<file path="config.mk">
export PLATFORM = sky130hd
export DESIGN_NAME = dual_issue_steer
export DESIGN_NICKNAME = d
export VERILOG_FILES = /design/src/rtl/dual_issue_steer_pkg.sv /design/src/rtl/pair_hazard_check.sv /design/src/rtl/dual_issue_steer.sv
export SDC_FILE = /design/constraint.sdc
export NUM_CORES = 1
export LEC_CHECK = 0
export CORE_MARGIN = 2
export CORE_UTILIZATION = 50
export DETAILED_ROUTE_END_ITERATION = 12
export GPL_ROUTABILITY_DRIVEN = 1
export PLACE_DENSITY = 0.87
export SYNTH_ARGS = -nofsm -noshare
export SYNTH_HDL_FRONTEND = slang
export SYNTH_HIERARCHICAL = 1
export SYNTH_SLANG_ARGS = --single-unit
</file>
<file path="constraint.sdc">
create_clock -name clk -period 2 [get_ports clk]
set_input_delay 0.3 -clock clk [delete_from_list [all_inputs] [get_ports clk]]
set_output_delay 0.3 -clock clk [all_outputs]
set_load 0.1 [all_outputs]
</file>
<file path="src/rtl/dual_issue_steer_pkg.sv">
// Shared core definitions for the dual-issue decode steering slice:
// opcodes, the bubble instruction, steering state and opcode classifiers.
package dual_issue_steer_pkg;

    localparam logic [31:0] NOP_INSTR = 32'h0000_0013;

    localparam logic [6:0] OP_LOAD   = 7'b0000011;
    localparam logic [6:0] OP_STORE  = 7'b0100011;
    localparam logic [6:0] OP_BRANCH = 7'b1100011;
    localparam logic [6:0] OP_JAL    = 7'b1101111;
    localparam logic [6:0] OP_JALR   = 7'b1100111;
    localparam logic [6:0] OP_REG    = 7'b0110011;
    localparam logic [6:0] OP_IMM    = 7'b0010011;

    typedef enum logic {
        ST_PAIR   = 1'b0,
        ST_SECOND = 1'b1
    } steer_state_e;

    function automatic logic is_mem_op(input logic [6:0] op);
        return (op == OP_LOAD) || (op == OP_STORE);
    endfunction

    function automatic logic is_ctl_op(input logic [6:0] op);
        return (op == OP_BRANCH) || (op == OP_JAL) || (op == OP_JALR);
    endfunction

    function automatic logic reads_rs1(input logic [6:0] op);
        return (op == OP_REG) || (op == OP_IMM) || (op == OP_LOAD) ||
               (op == OP_STORE) || (op == OP_BRANCH) || (op == OP_JALR);
    endfunction

    function automatic logic reads_rs2(input logic [6:0] op);
        return (op == OP_REG) || (op == OP_STORE) || (op == OP_BRANCH);
    endfunction

endpackage

</file>
<file path="src/rtl/pair_hazard_check.sv">
// Classifies both slots of a fetched pair and decides whether the pair
// must be split into two single-instruction issue groups.
module pair_hazard_check
    import dual_issue_steer_pkg::*;
(
    input  logic       valid,
    input  logic [6:0] op0,
    input  logic [4:0] rd0,
    input  logic [6:0] op1,
    input  logic [4:0] rs1_1,
    input  logic [4:0] rs2_1,
    output logic       slot0_mem,
    output logic       slot1_mem,
    output logic       pair_both_mem,
    output logic       split_needed
);

    logic both_ctl;
    logic raw_dep;

    always_comb begin
        slot0_mem     = is_mem_op(op0);
        slot1_mem     = is_mem_op(op1);
        pair_both_mem = valid && slot0_mem && slot1_mem;
        both_ctl      = is_ctl_op(op0) && is_ctl_op(op1);
        // Raw rd bits are compared regardless of whether slot 0 writes rd.
        raw_dep       = (rd0 != 5'd0) &&
                        ((reads_rs1(op1) && (rs1_1 == rd0)) ||
                         (reads_rs2(op1) && (rs2_1 == rd0)));
        split_needed  = valid && (pair_both_mem || both_ctl || raw_dep);
    end

endmodule

</file>
<file path="src/rtl/dual_issue_steer.sv">
// Decode-stage steering of a fetched instruction pair onto the memory pipe
// (pipe 1) and the ALU/branch pipe (pipe 2), splitting conflicting pairs.
module dual_issue_steer #(
    parameter logic [31:0] NOP_INSTR = dual_issue_steer_pkg::NOP_INSTR
) (
    input  logic        clk,
    input  logic        rstn_i,
    input  logic [31:0] instr0_f_i,
    input  logic [31:0] instr1_f_i,
    input  logic [31:0] pc_f_i,
    input  logic        valid_f_i,
    input  logic        StallD,
    input  logic        FlushD,
    output logic [31:0] InstrD_1_o,
    output logic [31:0] InstrD_2_o,
    output logic [31:0] PCD_o,
    output logic        Order_Change_D_o,
    output logic        hold_f_o,
    output logic        both_mem_o
);

    import dual_issue_steer_pkg::*;

    steer_state_e state;
    logic [31:0]  lat_instr;
    logic [31:0]  lat_pc;
    logic         slot0_mem;
    logic         slot1_mem;
    logic         pair_both_mem;
    logic         split_needed;

    pair_hazard_check u_hazard (
        .valid         (valid_f_i),
        .op0           (instr0_f_i[6:0]),
        .rd0           (instr0_f_i[11:7]),
        .op1           (instr1_f_i[6:0]),
        .rs1_1         (instr1_f_i[19:15]),
        .rs2_1         (instr1_f_i[24:20]),
        .slot0_mem     (slot0_mem),
        .slot1_mem     (slot1_mem),
        .pair_both_mem (pair_both_mem),
        .split_needed  (split_needed)
    );

    // Independent of StallD so fetch never drops the pair while decode waits.
    assign hold_f_o = (state == ST_PAIR) && split_needed;

    always_ff @(posedge clk or negedge rstn_i) begin
        if (!rstn_i) begin
            InstrD_1_o       <= NOP_INSTR;
            InstrD_2_o       <= NOP_INSTR;
            PCD_o            <= '0;
            Order_Change_D_o <= 1'b0;
            both_mem_o       <= 1'b0;
            state            <= ST_PAIR;
            lat_instr        <= '0;
            lat_pc           <= '0;
        end else if (FlushD) begin
            InstrD_1_o       <= NOP_INSTR;
            InstrD_2_o       <= NOP_INSTR;
            PCD_o            <= '0;
            Order_Change_D_o <= 1'b0;
            both_mem_o       <= 1'b0;
            state            <= ST_PAIR;
            lat_instr        <= '0;
            lat_pc           <= '0;
        end else if (!StallD) begin
            case (state)
                ST_PAIR: begin
                    if (!valid_f_i) begin
                        InstrD_1_o       <= NOP_INSTR;
                        InstrD_2_o       <= NOP_INSTR;
                        PCD_o            <= '0;
                        Order_Change_D_o <= 1'b0;
                        both_mem_o       <= 1'b0;
                    end else if (split_needed) begin
                        InstrD_1_o       <= instr0_f_i;
                        InstrD_2_o       <= NOP_INSTR;
                        PCD_o            <= pc_f_i;
                        Order_Change_D_o <= 1'b0;
                        both_mem_o       <= pair_both_mem;
                        lat_instr        <= instr1_f_i;
                        lat_pc           <= pc_f_i + 32'd4;
                        state            <= ST_SECOND;
                    end else if (slot1_mem && !slot0_mem) begin
                        InstrD_1_o       <= instr1_f_i;
                        InstrD_2_o       <= instr0_f_i;
                        PCD_o            <= pc_f_i;
                        Order_Change_D_o <= 1'b1;
                        both_mem_o       <= 1'b0;
                    end else begin
                        InstrD_1_o       <= instr0_f_i;
                        InstrD_2_o       <= instr1_f_i;
                        PCD_o            <= pc_f_i;
                        Order_Change_D_o <= 1'b0;
                        both_mem_o       <= 1'b0;
                    end
                end
                ST_SECOND: begin
                    InstrD_1_o       <= lat_instr;
                    InstrD_2_o       <= NOP_INSTR;
                    PCD_o            <= lat_pc;
                    Order_Change_D_o <= 1'b0;
                    both_mem_o       <= 1'b0;
                    state            <= ST_PAIR;
                end
            endcase
        end
    end

endmodule

</file>
# [After elaboration in Yosys (flattened, before gate mapping)]
# Index checks and enable logic that the tools add are counted.
[word_totals] regBits=163 in_bits=101 out_inout_bits=99 word_cells=98
[op_classes] n_addsub=1 eq_ne=16 n_mux=42 n_bitwise=1 reduce_logical=30
[op_table] op="$mux W32" count=23
[op_table] op="$pmux W32 S2" count=3
[op_table] op="$eq A7 B7 Y1 const B" count=6
[op_table] op="$add A32 B3 Y32 const B" count=1
[op_table] op="$eq A7 B6 Y1 const B" count=3
[op_table] op="$logic_or A1 B1 Y1" count=16
[op_table] op="$eq A7 B2 Y1 const B" count=2
[op_table] op="$mux W1" count=13
[op_table] op="$eq A5 B5 Y1" count=2
[op_table] op="$logic_and A1 B1 Y1" count=9
[op_table] op="$eq A7 B5 Y1 const B" count=1
[op_table] op="$pmux W1 S2" count=3
[op_table] op="$reduce_bool A5 Y1" count=1
[op_table] op="$reduce_and A4 Y1" count=1
[op_table] op="$reduce_bool A2 Y1" count=2
[op_table] op="$ne A2 B1 Y1 const B" count=1
[op_table] op="$ne A2 B2 Y1 const B" count=1
[op_table] op="$logic_not A1 Y1" count=1
[op_table] op="$not A1 Y1" count=1

# [Depth between registers and ports, before layout]
# Gate-level depths: netlist of the first run.
[depth] depth_word=16 ltp_mapped=11 depth_no_buf=9

# [Cells and area by module]
# The synthesis of the first run kept the hierarchy.
[by_module_without_submodules] module="dual_issue_steer" n_inst=1 cells_per_inst=829 area_each_um2=8076.5 seq_area_each_um2=4086.4
[by_module_without_submodules] module="pair_hazard_check" n_inst=1 cells_per_inst=33 area_each_um2=236.5 seq_area_each_um2=0.0

# [Worst setup path after synthesis of the first run]
# OpenSTA, ideal clock, no wires.
[synth_timing] kind="input port to output port" start="input port instr1_f_i[3]" end="output port hold_f_o" arrival_ns=2.629 required_ns=1.700 setup_slack_ns=-0.929 stages=6 n_path_buf=0 cell_sequence="nand3b_1 a2111oi_2 nand3_1 a21oi_1 o31a_1 nor2b_1"
[synth_between] elab_chain_len=12 word_cells_on_any_way=27 classes_between="eq/ne (7); reduce/logical (20)"
[synth_lines] item="start, declared" line="dual_issue_steer.sv:9" rtl="input logic [31:0] instr1_f_i,"
[synth_lines] item="$eq A7 B6 Y1 / $eq A7 B5 Y1 (equally long branches)" line="dual_issue_steer_pkg.sv:29, dual_issue_steer_pkg.sv:34"
[synth_lines] item="$logic_or A1 B1 Y1 (3 in series)" line="dual_issue_steer_pkg.sv:29" rtl="return (op == OP_REG) || (op == OP_IMM) || (op == OP_LOAD) ||"
[synth_lines] item="$logic_or A1 B1 Y1 (2 in series)" line="dual_issue_steer_pkg.sv:30" rtl="(op == OP_STORE) || (op == OP_BRANCH) || (op == OP_JALR);"
[synth_lines] item="$logic_and A1 B1 Y1" line="pair_hazard_check.sv:28" rtl="((reads_rs1(op1) && (rs1_1 == rd0)) ||"
[synth_lines] item="$logic_or A1 B1 Y1" line="pair_hazard_check.sv:28"
[synth_lines] item="$logic_and A1 B1 Y1" line="pair_hazard_check.sv:27" rtl="raw_dep = (rd0 != 5'd0) &&"
[synth_lines] item="$logic_or A1 B1 Y1 *" line="pair_hazard_check.sv:30" rtl="split_needed = valid && (pair_both_mem || both_ctl || raw_dep);"
[synth_lines] item="$logic_and A1 B1 Y1 *" line="pair_hazard_check.sv:30"
[synth_lines] item="via split_needed" line="dual_issue_steer.sv:30" rtl="logic split_needed;"
[synth_lines] item="$logic_and A1 B1 Y1 *" line="dual_issue_steer.sv:46" rtl="assign hold_f_o = (state == ST_PAIR) && split_needed;"
[synth_lines] item="end, declared" line="dual_issue_steer.sv:18" rtl="output logic hold_f_o,"
# The timed path passes the listed nets; every way through them passes the cells marked *.

# [Worst setup path after layout of the first run]
[layout_timing] start="input port instr1_f_i[2]" end="register InstrD_1_o[15]"
[layout_between] elab_chain_len=16 word_cells_on_any_way=33 classes_between="eq/ne (7); mux (6); reduce/logical (20)"
[layout_lines] item="$eq A7 B6 Y1 / $eq A7 B5 Y1 (equally long branches)" line="dual_issue_steer_pkg.sv:29, dual_issue_steer_pkg.sv:34"
[layout_lines] item="$logic_or A1 B1 Y1 (3 in series)" line="dual_issue_steer_pkg.sv:29"
[layout_lines] item="$logic_or A1 B1 Y1 (2 in series)" line="dual_issue_steer_pkg.sv:30"
[layout_lines] item="$logic_and A1 B1 Y1" line="pair_hazard_check.sv:28"
[layout_lines] item="$logic_or A1 B1 Y1" line="pair_hazard_check.sv:28"
[layout_lines] item="$logic_and A1 B1 Y1" line="pair_hazard_check.sv:27"
[layout_lines] item="$logic_or A1 B1 Y1 *" line="pair_hazard_check.sv:30"
[layout_lines] item="$logic_and A1 B1 Y1 *" line="pair_hazard_check.sv:30"
[layout_lines] item="via split_needed" line="dual_issue_steer.sv:30"
[layout_lines] item="$mux W32 *" line="dual_issue_steer.sv:76" rtl="end else if (split_needed) begin"
[layout_lines] item="$mux W32 *" line="dual_issue_steer.sv:70" rtl="if (!valid_f_i) begin"
[layout_lines] item="$pmux W32 S2 *" line="dual_issue_steer.sv:68" rtl="case (state)"
[layout_lines] item="$mux W32 *" line="dual_issue_steer.sv:67" rtl="end else if (!StallD) begin"
[layout_lines] item="$mux W32 *" line="dual_issue_steer.sv:58" rtl="end else if (FlushD) begin"
[layout_lines] item="end signal, assigned" line="dual_issue_steer.sv:77" rtl="InstrD_1_o <= instr0_f_i;"
[layout_lines] item="end signal, assigned" line="dual_issue_steer.sv:86" rtl="InstrD_1_o <= instr1_f_i;"
[layout_lines] item="end signal, assigned" line="dual_issue_steer.sv:92" rtl="InstrD_1_o <= instr0_f_i;"
[layout_lines] item="end, declared" line="dual_issue_steer.sv:14" rtl="output logic [31:0] InstrD_1_o,"
# The timed path passes the listed nets; every way through them passes the cells marked *. The select of a mux whose other input is x is not followed.
# A chain may end at the register's enable or synchronous reset.

==> results of run 1 <==
-- cell families after synthesis --
| logic type | count (synthesis) | synth area share |
|---|---|---|
| and+or+nand+nor | 311 | 0.183 |
| AOI/OAI and AO/OA | 210 | 0.174 |
| DFF | 163 | 0.492 |
| buffers and inverters | 89 | 0.0436 |
| muxes | 64 | 0.0814 |
| xor gates and xnor gates | 24 | 0.0253 |
| adders and majority gates | 1 | 0.00150 |
-- power groups by stage --
stage	clock, mW	combinational [mW]	sequential, mW
after floorplan	0	0.397	4.15
after global placement	0	1.78	3.51
after detailed placement	0	1.81	3.51
after CTS	3.45	1.97	3.45
after global routing	3.61	2.17	3.47
final	3.48	2.10	3.46
-- routing by layer --
layer	global-route usage	vias to the layer above	part of all wire
met5	0	-	0.00048
met4	0.189	2	0.060
met3	0.0908	191	0.090
met2	0.608	648	0.48
met1	0.438	4388	0.37
li1	-	3730	-
-- stage by stage --
step | total power, mW | TNS (ps)
6_report | 9.04 | -52040
3_5_place_dp | 5.32 | -119790
4_1_cts | 8.88 | -38160
5_1_grt | 9.25 | -54130
2_1_floorplan | 4.55 | -21050
3_3_place_gp | 5.29 | -111660
-- worst reg2reg max path: stages, from the launching register on --
cell                      delay [ps]
sky130_fd_sc_hd__dfrtp_4         510
sky130_fd_sc_hd__nor2b_4         230
sky130_fd_sc_hd__buf_4           180
sky130_fd_sc_hd__a31oi_4         170
sky130_fd_sc_hd__buf_4           210
sky130_fd_sc_hd__buf_12          120
sky130_fd_sc_hd__a221o_1         320
-- flip-flops by register name, indices dropped and copies added, names as in the netlist --
| register | cells |
|---|---|
| InstrD_1_o | 32 |
| InstrD_2_o | 32 |
| PCD_o | 32 |
| lat_instr | 32 |
| lat_pc | 32 |
| Order_Change_D_o | 1 |
| both_mem_o | 1 |
| state | 1 |
-- timing repair --
action / in CTS / in global routing
endpoints found under the hold margin: 43 / 0
buffers inserted: 22 / 6
hold buffers: 1 / 0
gates cloned: 15 / 2
setup endpoints to repair: 132 / 132
resized for setup: 240 / 51
pin swaps: 125 / 25
-- synthesized netlist by cell type (8+ instances only) --
master and count:
sky130_fd_sc_hd__dfrtp_1 157, sky130_fd_sc_hd__nand2_1 90, sky130_fd_sc_hd__nor2_1 81, sky130_fd_sc_hd__a21oi_1 66, sky130_fd_sc_hd__o21ai_0 44, sky130_fd_sc_hd__clkbuf_1 43, sky130_fd_sc_hd__nor3_1 41, sky130_fd_sc_hd__a22o_1 37
sky130_fd_sc_hd__mux2i_1 35, sky130_fd_sc_hd__nand3b_1 34, sky130_fd_sc_hd__a221oi_1 33, sky130_fd_sc_hd__mux2_2 29, sky130_fd_sc_hd__buf_1 21, sky130_fd_sc_hd__nand3_1 17, sky130_fd_sc_hd__xor2_1 13, sky130_fd_sc_hd__inv_1 12
sky130_fd_sc_hd__nand4_1 11, sky130_fd_sc_hd__xnor2_1 11, sky130_fd_sc_hd__buf_2 10, sky130_fd_sc_hd__nor4_1 10, sky130_fd_sc_hd__a221o_1 8
-- path summary, 6_finish.rpt --
path / slack (ps) / to / startpoint / cells after the start
min in group asynchronous: 380 / InstrD_2_o[13] / rstn_i / 2
max in group asynchronous: 910 / InstrD_1_o[4] / rstn_i / 3
hold / removal: 220 / InstrD_2_o[10] / instr0_f_i[10] / 3
hold reg to reg: 500 / InstrD_2_o[20] / InstrD_2_o[20] / 2
setup / recovery: -640 / InstrD_1_o[15] / instr1_f_i[2] / 13
setup reg to reg: 140 / lat_pc[24] / state / 6
-- cell type report --
class	instances	share of cell area
tap	220	0.0208
inverter	12	0.00341
multi-input combinational	610	0.355
clock buffer	20	0.0346
clock inverter	12	0.0118
sequential	163	0.310
timing repair buffer	352	0.264
==> results.md, run 1 <==
Placed design:
- Counting tap cells, the placed design contains a total of 1314 instances.
- The congestion estimate from routability-driven global placement came to 0.894.
- During placement, the flow inserted port buffers numbering 199.
- The instance area after placement is between 10000 and 15000 µm².
- Before CTS, the worst setup slack after placement is -1170 ps.
- The HPWL after detailed placement is 17700 µm.

Worst setup path:
- Data arrives at the worst endpoint at 2950 ps.
- The largest single stage delay on the critical path is 360 ps.
- The startpoint-to-endpoint class of the critical path is in -> reg.
- The total buffers and inverters traversed by the critical path is 4.
- The worst path required time is 2310 ps.
- The cell seen most often among critical-path stages is sky130_fd_sc_hd__nor3_1.
- The largest fanout on the critical path is 5.
- The master of the slowest instance on the critical path is sky130_fd_sc_hd__a221oi_4.
- The kind of cell with the highest combined delay along the critical path is simple AND/OR/NAND/NOR gates.
- STA classifies the critical path startpoint as an input pin.
- Walking the worst path, the cells encountered are clkdlybuf4s15_1 -> nor2b_1 -> nor3b_1 -> nand4_1 -> nor3_1 -> o31a_1 -> buf_4 -> nor3b_4 -> buf_6 -> buf_12 -> mux2_4 -> a221oi_4 -> nor3_1.
- The category of the worst setup path capture point is a flop.

Timing:
- Setup repair after global routing could not meet its margin everywhere.
- The fmax is 379 MHz.
- The actual slew at the worst max-slew pin is 648 ps.
- The worst hold margin is 224 ps.
- The count of endpoints failing setup in the final report is about 130.
- The max-slew headroom at the worst pin is 0.568.
- On the final layout, the worst clock skew is 10.6 ps.
- The final cycle utilization of the critical path is 1.32.
- The number of slew-limit violations in the final report was 0.
- The number of hold violations in the final report is 0.
- For the finished layout, the period the worst path requires is ~2600 ps.
- The worst-case setup margin in the final layout is -640 ps.

Clock network:
- The clock-pin slew on the worst setup and hold paths is roughly 70 ps.
- The number of clock buffers added by TritonCTS is 17.
- The number of buffers on the longest clock path is 2.
- The H-tree was split into 4 levels.
- The insertion delay of the later-clocked pin in the worst-skew pair is roughly 440 ps.
- The number of clock sinks is 163.
- The tree is rooted in a sky130_fd_sc_hd__clkbuf_16.
- The CTS tree is done.

Finish:
- The area used by multi-input combinational logic is 4690 µm².
- The total non-filler cell area in the finished layout is 13200 µm².
- Of the cells placed in the final design, the portion with a size suffix greater than 1 is 0.388.
- In the layout the commonest cells are sky130_fd_sc_hd__buf_4 (196), sky130_fd_sc_hd__dfrtp_1 (156), sky130_fd_sc_hd__nor2_1 (79), sky130_fd_sc_hd__nand2_1 (75), sky130_fd_sc_hd__clkdlybuf4s50_1 (69).
- The count of non-filler cells in the finished layout is around 1400.
- The library cell used most frequently in the layout, excluding fill and tap cells, is sky130_fd_sc_hd__buf_4.
- The number of antenna cells inserted is 0.
- The sequential cell area in the final layout is about 4100 µm².
- Fill cells in the final layout number 893.
- Relative to the synthesized area, the layout overhead comes to 58.8%.
- For this run, the share of the core covered by cells in the final layout is 0.805.
- After the last flow step, the layout net total stands at 1258.

Worst hold path:
- In this run the worst hold path is classified as in -> reg.

Yosys:
- For this run, asynchronously set or reset flops after synthesis account for 1.00.
- The number of different library cells in the post-synthesis netlist is 47.
- In this run the mean area of a mapped cell was between 9 and 10 µm².
- The most used flip-flop cell after synthesis is sky130_fd_sc_hd__dfrtp_1.
- Sorting the synthesized cells by area gives the leading types as sky130_fd_sc_hd__dfrtp_1 (47%), sky130_fd_sc_hd__mux2i_1 (4.2%), sky130_fd_sc_hd__nand2_1 (4.1%), sky130_fd_sc_hd__a21oi_1 (4.0%), sky130_fd_sc_hd__mux2_2 (3.9%).
- The number of nets handed over by synthesis was about 960.
- Of the synthesized area, sequential elements account for 0.492.
- Yosys printed 6 warnings.
- The cell taking the most area after synthesis is sky130_fd_sc_hd__dfrtp_1.
- The mapped cell area is 8310 µm².
- In this run, synthesis inferred 0 flip-flops with an integrated enable.
- The synthesis-stage register bit count is 163.
- The top cell type's share of synthesized area is 0.473.
- The synthesized instance count is 862.

Routing:
- The average detailed-routed wire length per instance is 24.2 µm.
- The remaining number of nets flagged by the antenna check after routing is 0.
- The overall via count from detail_route is 8959.
- After detailed routing, the number of remaining DRC violations is 0.
- Before antenna repair, the detailed router went through 6 iterations.
- Summed over all layers, the routed wires come to roughly 34000 µm.
- The detailed router finished its first iteration with roughly 1000 violations.
- The average vias per placed instance is 6.45.

Pwr:
- In this run the power density over the cells is 685 nW/µm².
- IR analysis of the VDD net gives a maximum drop of approximately 0.66 mV.
- The relative contribution of the clock network to total power is 0.385.
- In this run the static leakage power is 5.86 nW.
- The part of the total power dissipated in sequential elements is 0.383.
- Cell internal power was estimated by the tool at 6.13 mW.
- The analysis attributes to net switching a power of 2.91 mW.
- The switching part of the total power is 0.322.
- The combinational cell fraction of total power is 0.232.

Global route:
- The aggregate global routing overflow is 0.
- The via count of the first global-routing pass is 9106.
- In the global route stage, overall resource usage came out at 0.364.
- The global-route wire length before repair is 50200 µm.
- The maximum number of pins on one net before global-route repair is 98.
- The number of antenna violations at the first check in global routing is 1.

Die:
- The floorplan step defined a core boundary enclosing 16400 µm².
- The number of top-level pins is 200.
- The die is 133 µm wide.
- The height of the die is approximately 130 µm.
- The floorplan has 47 rows.
- For this configuration, the core starts out at a cell density of 0.507.
- The total die area is 17700 µm².

Run status:
- The checks that failed: setup timing.
- The run finished, with violations left.

Run:
- The max-capacitance violation count is 0.
Note: power is estimated with default switching activity, not from simulation.
==> run 2, diff against run 1 <==
--- a/config.mk
+++ b/config.mk
@@ -10,6 +10,7 @@
 export DETAILED_ROUTE_END_ITERATION = 12
 export GPL_ROUTABILITY_DRIVEN = 1
 export PLACE_DENSITY = 0.87
+export REMOVE_ABC_BUFFERS = 1
 export SYNTH_ARGS = -nofsm -noshare
 export SYNTH_HDL_FRONTEND = slang
 export SYNTH_HIERARCHICAL = 1
==> results.md, run 2 (same netlist as run 1, synthesis figures left out) <==
Global route:
- The number of antenna violations at the first check in global routing is 1 (unchanged).
- The maximum number of pins on one net before global-route repair is 98 (unchanged).
- The global-route wire length before repair was 50700 µm (+0.99%).
- The total global routing track utilization came to 0.369 (+0.00481).
- The aggregate global routing overflow is 0 (unchanged).
- The via count of the first global-routing pass is 8950 (-1.7%).

Routing:
- The remaining number of nets flagged by the antenna check after routing is 0 (unchanged).
- The number of DRC markers in iteration 0 was 1465 (+46%).
- The average detailed-routed wire length per instance is 27.0 µm (+11%).
- The count of TritonRoute iterations in the first routing pass is 8 (+2).
- The overall via count from detail_route is 9397 (+4.9%).
- The average vias per placed instance came to 6.71 (+4.1%).
- The aggregate routed wire length is 37700 µm (+12%).
- The post-detailed-route DRC marker count is 0 (unchanged).

Run status:
- The final reports fail on setup timing.
- The flow ran to the end, but the final reports show violations.

Worst setup path:
- The critical path in this run is classified as in -> reg.
- The worst setup path is launched from an input pin.
- The largest fanout on the critical path is 6 (+1).
- The worst path required time was 2290 ps (-20 ps).
- The data arrival time of the critical path is 3160 ps (+210 ps).
- The worst setup path is captured at a flop.

Timing:
- Setup repair after global routing could not meet its margin everywhere.
- The worst-case setup margin in the final layout is -867 ps (-227 ps).
- The number of hold violations in the final report came to 0 (unchanged).
- The final sum of negative setup slack is -82010 ps (-29960 ps).
- The fmax came to 349 MHz (-7.9%).
- The final worst clock skew came to 16.3 ps (+5.64 ps).
- The number of slew-limit violations in the final report is 0 (unchanged).
- The actual slew at the worst max-slew pin is 972 ps (+324 ps).
- The max-slew headroom at the worst pin is 0.345 (-0.223).
- The final cycle utilization of the critical path is 1.43 (+0.113).
- The shortest clock period the worst path allows after layout was 2870 ps (+227 ps).
- The count of endpoints failing setup in the final report is 132 (+0.76%).

Clock network:
- The number of clock sinks came to 163 (unchanged).
- The insertion delay of the later-clocked pin in the worst-skew pair came to 450 ps (about the same).
- The clock-pin slew on the worst setup and hold paths is 80 ps (about the same).
- TritonCTS built the clock tree.
- The TritonCTS buffer count is 17 (unchanged).
- The number of levels the H-tree was split into is 4 (unchanged).
- The number of buffers on the longest clock path came to 2 (unchanged).
- The tree is rooted in a sky130_fd_sc_hd__clkbuf_16.

Pwr:
- The cell-internal power came to 5.85 mW (-4.6%).
- The switching part of the total power came to 0.348 (+0.0257).
- The maximum ir drop on the vdd rail is 0.642 mV (-2.4%).
- The sum of internal, switching and leakage power came to 8.96 mW (-0.88%).
- The relative contribution of the clock network to total power is 0.373 (-0.012).
- The leakage power is 5.94 nW (+1.5%).
- The combinational cell fraction of total power came to 0.241 (+0.009).
- The cell area power density is 672 nW/µm² (-1.9%).
- The power dissipated by switching net loads was 3.12 mW (+7.0%).
- The part of the total power dissipated in sequential elements came to 0.386 (+0.003).

Die:
- The horizontal extent of the die is 133 µm (unchanged).
- The floorplan core area is 16400 µm² (unchanged).
- The total die area is 17700 µm² (unchanged).
- The number of placement rows is 47 (unchanged).
- The height of the die came to 133 µm (unchanged).
- The number of top-level pins is 200 (unchanged).
- The initial core utilization is 0.507 (unchanged).

Finish:
- The number of antenna cells inserted was 0 (unchanged).
- The fraction of final layout cells with drive strength greater than 1 is 0.406 (+0.0176).
- The most frequent standard cell in the layout excluding fill and tap cells is sky130_fd_sc_hd__buf_4.
- The library cells used most frequently in the layout, excluding fill and tap cells, are sky130_fd_sc_hd__buf_4 (201), sky130_fd_sc_hd__dfrtp_1 (156), sky130_fd_sc_hd__nor2_1 (78), sky130_fd_sc_hd__nand2_1 (74), sky130_fd_sc_hd__clkdlybuf4s50_1 (68).
- The post-layout net count is 1269 (+0.87%).
- The total non-filler cell area in the finished layout came to 13300 µm² (+1.1%).
- The area growth from synthesis to layout is 60.5%.

Placed design:
- The instance area after placement was 11200 µm² (-0.47%).
- The number of port buffers is 199 (unchanged).
- The routability congestion estimate from global placement was 0.880 (-1.5%).
- The HPWL after detailed placement is 17900 µm (+1.4%).

Run:
- The max-capacitance violation count is 0 (unchanged).

Worst hold path:
- The class of the worst hold path is in -> reg.
-- run 2: cell types whose count changed in the layout (fill, tap and decap cells not counted), sizes merged --
cell / delta
buf: +10
bufinv: -2
clkdlybuf4s50: -1
clkinv: +1
clkinvlp: -2
dlygate4sd2: -3
dlymetal6s2s: +2
inv: +6
-- run 2: cell type report --
class,count,area (µm²)
multi-input combinational,610,4820
tap,220,275
fill,842,3070
sequential,163,4090
clock inverter,15,150
inverter,12,45.0
clock buffer,17,425
timing repair buffer,363,3540
-- run 2: worst max-delay path: stages --
cell                       delay (ps)
sky130_fd_sc_hd__clkbuf_2         210
sky130_fd_sc_hd__o21ai_0          810
sky130_fd_sc_hd__nand3_2          170
sky130_fd_sc_hd__a21oi_2          200
sky130_fd_sc_hd__o31a_1           290
sky130_fd_sc_hd__nor3b_4          100
sky130_fd_sc_hd__buf_6            150
sky130_fd_sc_hd__buf_8            150
sky130_fd_sc_hd__mux2_4           320
sky130_fd_sc_hd__a221oi_4         310
sky130_fd_sc_hd__nor3_2           140
-- run 2: power by group through the flow --
stage / logic (mW) / clock network (mW) / registers [mW]
3_3_place_gp: 1.77 / 0 / 3.51
5_1_grt: 2.21 / 3.47 / 3.47
2_1_floorplan: 0.300 / 0 / 4.15
4_1_cts: 1.93 / 3.24 / 3.45
6_report: 2.16 / 3.34 / 3.46
3_5_place_dp: 1.79 / 0 / 3.51
-- run 2: stage by stage --
| step | cells | utilization | worst slack [ps] | hold WS, ps |
|---|---|---|---|---|
| 6_report | 1400 | 0.813 | -867 | 221 |
| 5_1_grt | 1400 | 0.813 | -767 | 218 |
| 4_1_cts | 1390 | 0.774 | -495 | 215 |
| 3_5_place_dp | 1327 | 0.680 | -1290 | 272 |
| 3_3_place_gp | 1327 | 0.680 | -1130 | 272 |
| 2_1_floorplan | 785 | - | -3520 | 4.41 |
-- run 2: repair_timing --
action	in CTS	in global routing
pin swaps	71	101
hold buffers	1	0
endpoints found under the setup margin	132	129
gates resized for setup	210	167
buffers inserted	20	18
endpoints found under the hold margin	39	0
gates cloned	10	7
-- run 2: path summary, 6_finish.rpt --
kind / to / depth (start not counted) / startpoint / slack [ps]
worst max-delay path: InstrD_1_o[18] / 11 / instr1_f_i[6] / -870
worst min-delay path: PCD_o[12] / 2 / FlushD / 220
worst max register to register: lat_pc[20] / 7 / state / 280
worst min register to register: lat_pc[21] / 2 / lat_pc[21] / 490
max in group asynchronous: InstrD_1_o[28] / 3 / rstn_i / 940
min in group asynchronous: lat_instr[20] / 2 / rstn_i / 380
-- run 2: layer usage --
metal	share of wire	vias to the layer above	track usage
li1	-	3740	-
met1	0.33	4464	0.453
met2	0.45	880	0.604
met3	0.13	311	0.0939
met4	0.085	2	0.191
met5	0.00034	-	0
==> run 3, diff against run 2 <==
--- a/config.mk
+++ b/config.mk
@@ -9,7 +9,7 @@
 export CORE_UTILIZATION = 50
 export DETAILED_ROUTE_END_ITERATION = 12
 export GPL_ROUTABILITY_DRIVEN = 1
-export PLACE_DENSITY = 0.87
+export PLACE_DENSITY = 0.76
 export REMOVE_ABC_BUFFERS = 1
 export SYNTH_ARGS = -nofsm -noshare
 export SYNTH_HDL_FRONTEND = slang
==> results.md, run 3 (same netlist as run 1, synthesis figures left out) <==
Timing:
- The worst hold margin was 264 ps (+42.9 ps).
- The count of endpoints failing setup in the final report came to 127 (-3.8%).
- The final worst clock skew is 11.4 ps (-4.86 ps).
- The actual slew at the worst max-slew pin came to 528 ps (-444 ps).
- The number of slew-limit violations in the final report was 0 (unchanged).
- The final cycle utilization of the critical path is 1.26 (-0.176).
- The shortest clock period the worst path allows after layout came to 2510 ps (-352 ps).
- The fmax is 398 MHz (+14%).
- The worst-case setup margin in the final layout came to -515 ps (+352 ps).
- The max-slew headroom at the worst pin is 0.648 (+0.303).
- The number of hold violations in the final report is 0 (unchanged).
- Setup repair after global routing could not meet its margin everywhere.
- The final sum of negative setup slack is -41910 ps (+40090 ps).

Global route:
- The total global routing track utilization was 0.316 (-0.0527).
- The aggregate global routing overflow is 0 (unchanged).
- The number of antenna violations at the first check in global routing is 1 (unchanged).
- The maximum number of pins on one net before global-route repair is 98 (unchanged).
- The global-route wire length before repair is 44100 µm (-13%).
- The via count of the first global-routing pass came to 8045 (-10%).

Finish:
- The number of antenna cells inserted is 0 (unchanged).
- The fraction of the core area covered by cells at the end of the flow was 0.747 (-0.0663).
- The area growth from synthesis to layout is 47.4%.
- In the layout the commonest cells are sky130_fd_sc_hd__buf_4 (209), sky130_fd_sc_hd__dfrtp_1 (156), sky130_fd_sc_hd__nand2_1 (90), sky130_fd_sc_hd__nor2_1 (78), sky130_fd_sc_hd__clkdlybuf4s50_1 (68).
- The post-layout net count was 1241 (-2.2%).
- The total non-filler cell area in the finished layout came to 12300 µm² (-8.2%).
- The fraction of final layout cells with drive strength greater than 1 is 0.318 (-0.0882).
- The count of non-filler cells in the finished layout came to 1372 (-2.0%).
- The library cell used most frequently in the layout, excluding fill and tap cells, is sky130_fd_sc_hd__buf_4.

Worst setup path:
- The signal on the critical path passes through buf_8 -> buf_6 -> xor2_2 -> nor4_2 -> buf_4 -> nand3_2 -> a21oi_2 -> o31a_1 -> buf_6 -> nor2b_4 -> buf_12.
- The data arrival time of the critical path is 2210 ps (-950 ps).
- The largest individual stage delay along the critical path comes from the cell sky130_fd_sc_hd__nor4_2.
- The worst path required time is 1700 ps (-590 ps).
- The startpoint-to-endpoint class of the critical path is in -> out.
- The worst reg-to-reg path cell count is 6 (-1).
- The most critical setup path has its startpoint at instr0_f_i[10].
- The largest fanout on the critical path is 3 (-3).
- The minimum setup slack among reg-to-reg paths is 370 ps (+90 ps).
- The destination of the worst register-to-register timing path is InstrD_2_o[16].
- The reg-to-reg startpoint is state.
- The cell that appears most often on the critical path is sky130_fd_sc_hd__buf_6.
- The category of the worst setup path capture point is a primary output.
- The peak per-stage delay on the critical path is 370 ps (-440 ps).
- STA classifies the critical path startpoint as an input pin.
- The end point of the critical path is hold_f_o.

Pwr:
- The power dissipated by switching net loads is 2.76 mW (-11%).
- The relative contribution of the clock network to total power is 0.398 (+0.025).
- The combinational cell fraction of total power was 0.212 (-0.029).
- The cell area power density is 722 nW/µm² (+7.5%).
- The cell-internal power is 6.09 mW (+4.1%).
- The leakage power is 5.43 nW (-8.7%).
- The part of the total power dissipated in sequential elements is 0.390 (+0.004).
- The sum of internal, switching and leakage power is 8.85 mW (-1.2%).
- The switching part of the total power is 0.312 (-0.0355).
- The maximum ir drop on the vdd rail came to 0.608 mV (-5.2%).

Die:
- The height of the die is 133 µm (unchanged).
- The floorplan core area is 16400 µm² (unchanged).
- The total die area was 17700 µm² (unchanged).
- The number of placement rows came to 47 (unchanged).
- The initial core utilization came to 0.507 (unchanged).
- The number of top-level pins is 200 (unchanged).
- The horizontal extent of the die is 133 µm (unchanged).

Clock network:
- The number of buffers on the longest clock path is 2 (unchanged).
- The number of clock sinks is 163 (unchanged).
- The number of levels the H-tree was split into is 4 (unchanged).
- The insertion delay of the later-clocked pin in the worst-skew pair was 430 ps (-20 ps).
- TritonCTS built the clock tree.
- The master cell of the clock root buffer is sky130_fd_sc_hd__clkbuf_16.
- The clock-pin slew on the worst setup and hold paths is 60 ps (-20 ps).
- The TritonCTS buffer count is 17 (unchanged).

Routing:
- The count of TritonRoute iterations in the first routing pass is 8 (unchanged).
- The aggregate routed wire length was 27700 µm (-27%).
- The overall via count from detail_route is 8210 (-13%).
- The average vias per placed instance was 5.98 (-11%).
- The post-detailed-route DRC marker count is 0 (unchanged).
- The average detailed-routed wire length per instance is 20.2 µm (-25%).
- The remaining number of nets flagged by the antenna check after routing is 0 (unchanged).
- The number of DRC markers in iteration 0 is 668 (-54%).

Placed design:
- The HPWL after detailed placement was 17700 µm (-0.95%).
- The routability congestion estimate from global placement is 0.871 (-0.99%).
- The setup slack at placement was -1250 ps (+31.8 ps).
- The number of port buffers is 199 (unchanged).
- The instance area after placement is 11100 µm² (-0.56%).
- The placed cell count is 1327 (unchanged).

Run status:
- The checks that failed: setup timing.
- The run finished, with violations left.

Run:
- The max-capacitance violation count came to 0 (unchanged).

Worst hold path:
- The class of the worst hold path is in -> reg.
==> run 3: cell count changes in the layout (fill, tap and decap cells not counted), sizes merged <==
cell / delta
buf: -26
clkbuf: -9
clkdlybuf4s15: +9
clkinv: -4
dlygate4sd2: +3
bufinv: +2
dlymetal6s2s: -2
inv: -1
==> run 3: routing by layer <==
metal,track usage,up-vias,wire (µm)
met5,0,-,12
met4,0.0950,2,585
met3,0.0716,59,2410
met2,0.510,428,13400
met1,0.429,4039,11300
li1,-,3682,-
==> run 3: how the worst min path moves through the flow <==
| stage | slack (ps) | depth (start not counted) | to | startpoint |
|---|---|---|---|---|
| after floorplan | 4 | 0 | InstrD_1_o[10] | rstn_i |
| after global placement | 260 | 1 | InstrD_2_o[28] | rstn_i |
| after detailed placement | 270 | 1 | InstrD_2_o[28] | rstn_i |
| after CTS | 250 | 3 | lat_instr[20] | instr1_f_i[20] |
| after global routing | 270 | 3 | lat_instr[20] | instr1_f_i[20] |
| final | 260 | 3 | lat_instr[20] | instr1_f_i[20] |
==> run 3: layout make-up <==
| cell class | count | area, µm² |
|---|---|---|
| multi-input cells | 610 | 4200 |
| repair buffers | 335 | 3010 |
| fillers | 1134 | 4150 |
| clock inverters | 12 | 166 |
| clock buffers | 20 | 467 |
| well taps | 220 | 275 |
| flip-flops and latches | 163 | 4090 |
| inverters | 12 | 45.0 |
==> run 3: timing repair <==
item / in CTS / in global routing
setup buffers: 9 / 2
setup endpoints to repair: 132 / 127
endpoints found under the hold margin: 38 / 0
pin swaps: 24 / 31
cloned: 2 / 0
hold buffers: 1 / 0
gates resized for setup: 138 / 27
==> run 3: critical path, delay by kind of cell <==
| family | cells | cell delay [ps] |
|---|---|---|
| AOI/OAI and AO/OA | 2 | 400 |
| xor gates and xnor gates | 1 | 170 |
| buffers and inverters | 5 | 720 |
| and+or+nand+nor | 3 | 620 |
==> run 3: power groups by stage <==
stage | sequential [mW] | clock [mW] | combinational (mW)
2_1_floorplan | 4.15 | 0 | 0.300
3_3_place_gp | 3.51 | 0 | 1.77
3_5_place_dp | 3.51 | 0 | 1.79
4_1_cts | 3.45 | 3.53 | 1.84
5_1_grt | 3.46 | 3.70 | 1.96
6_report | 3.45 | 3.52 | 1.88
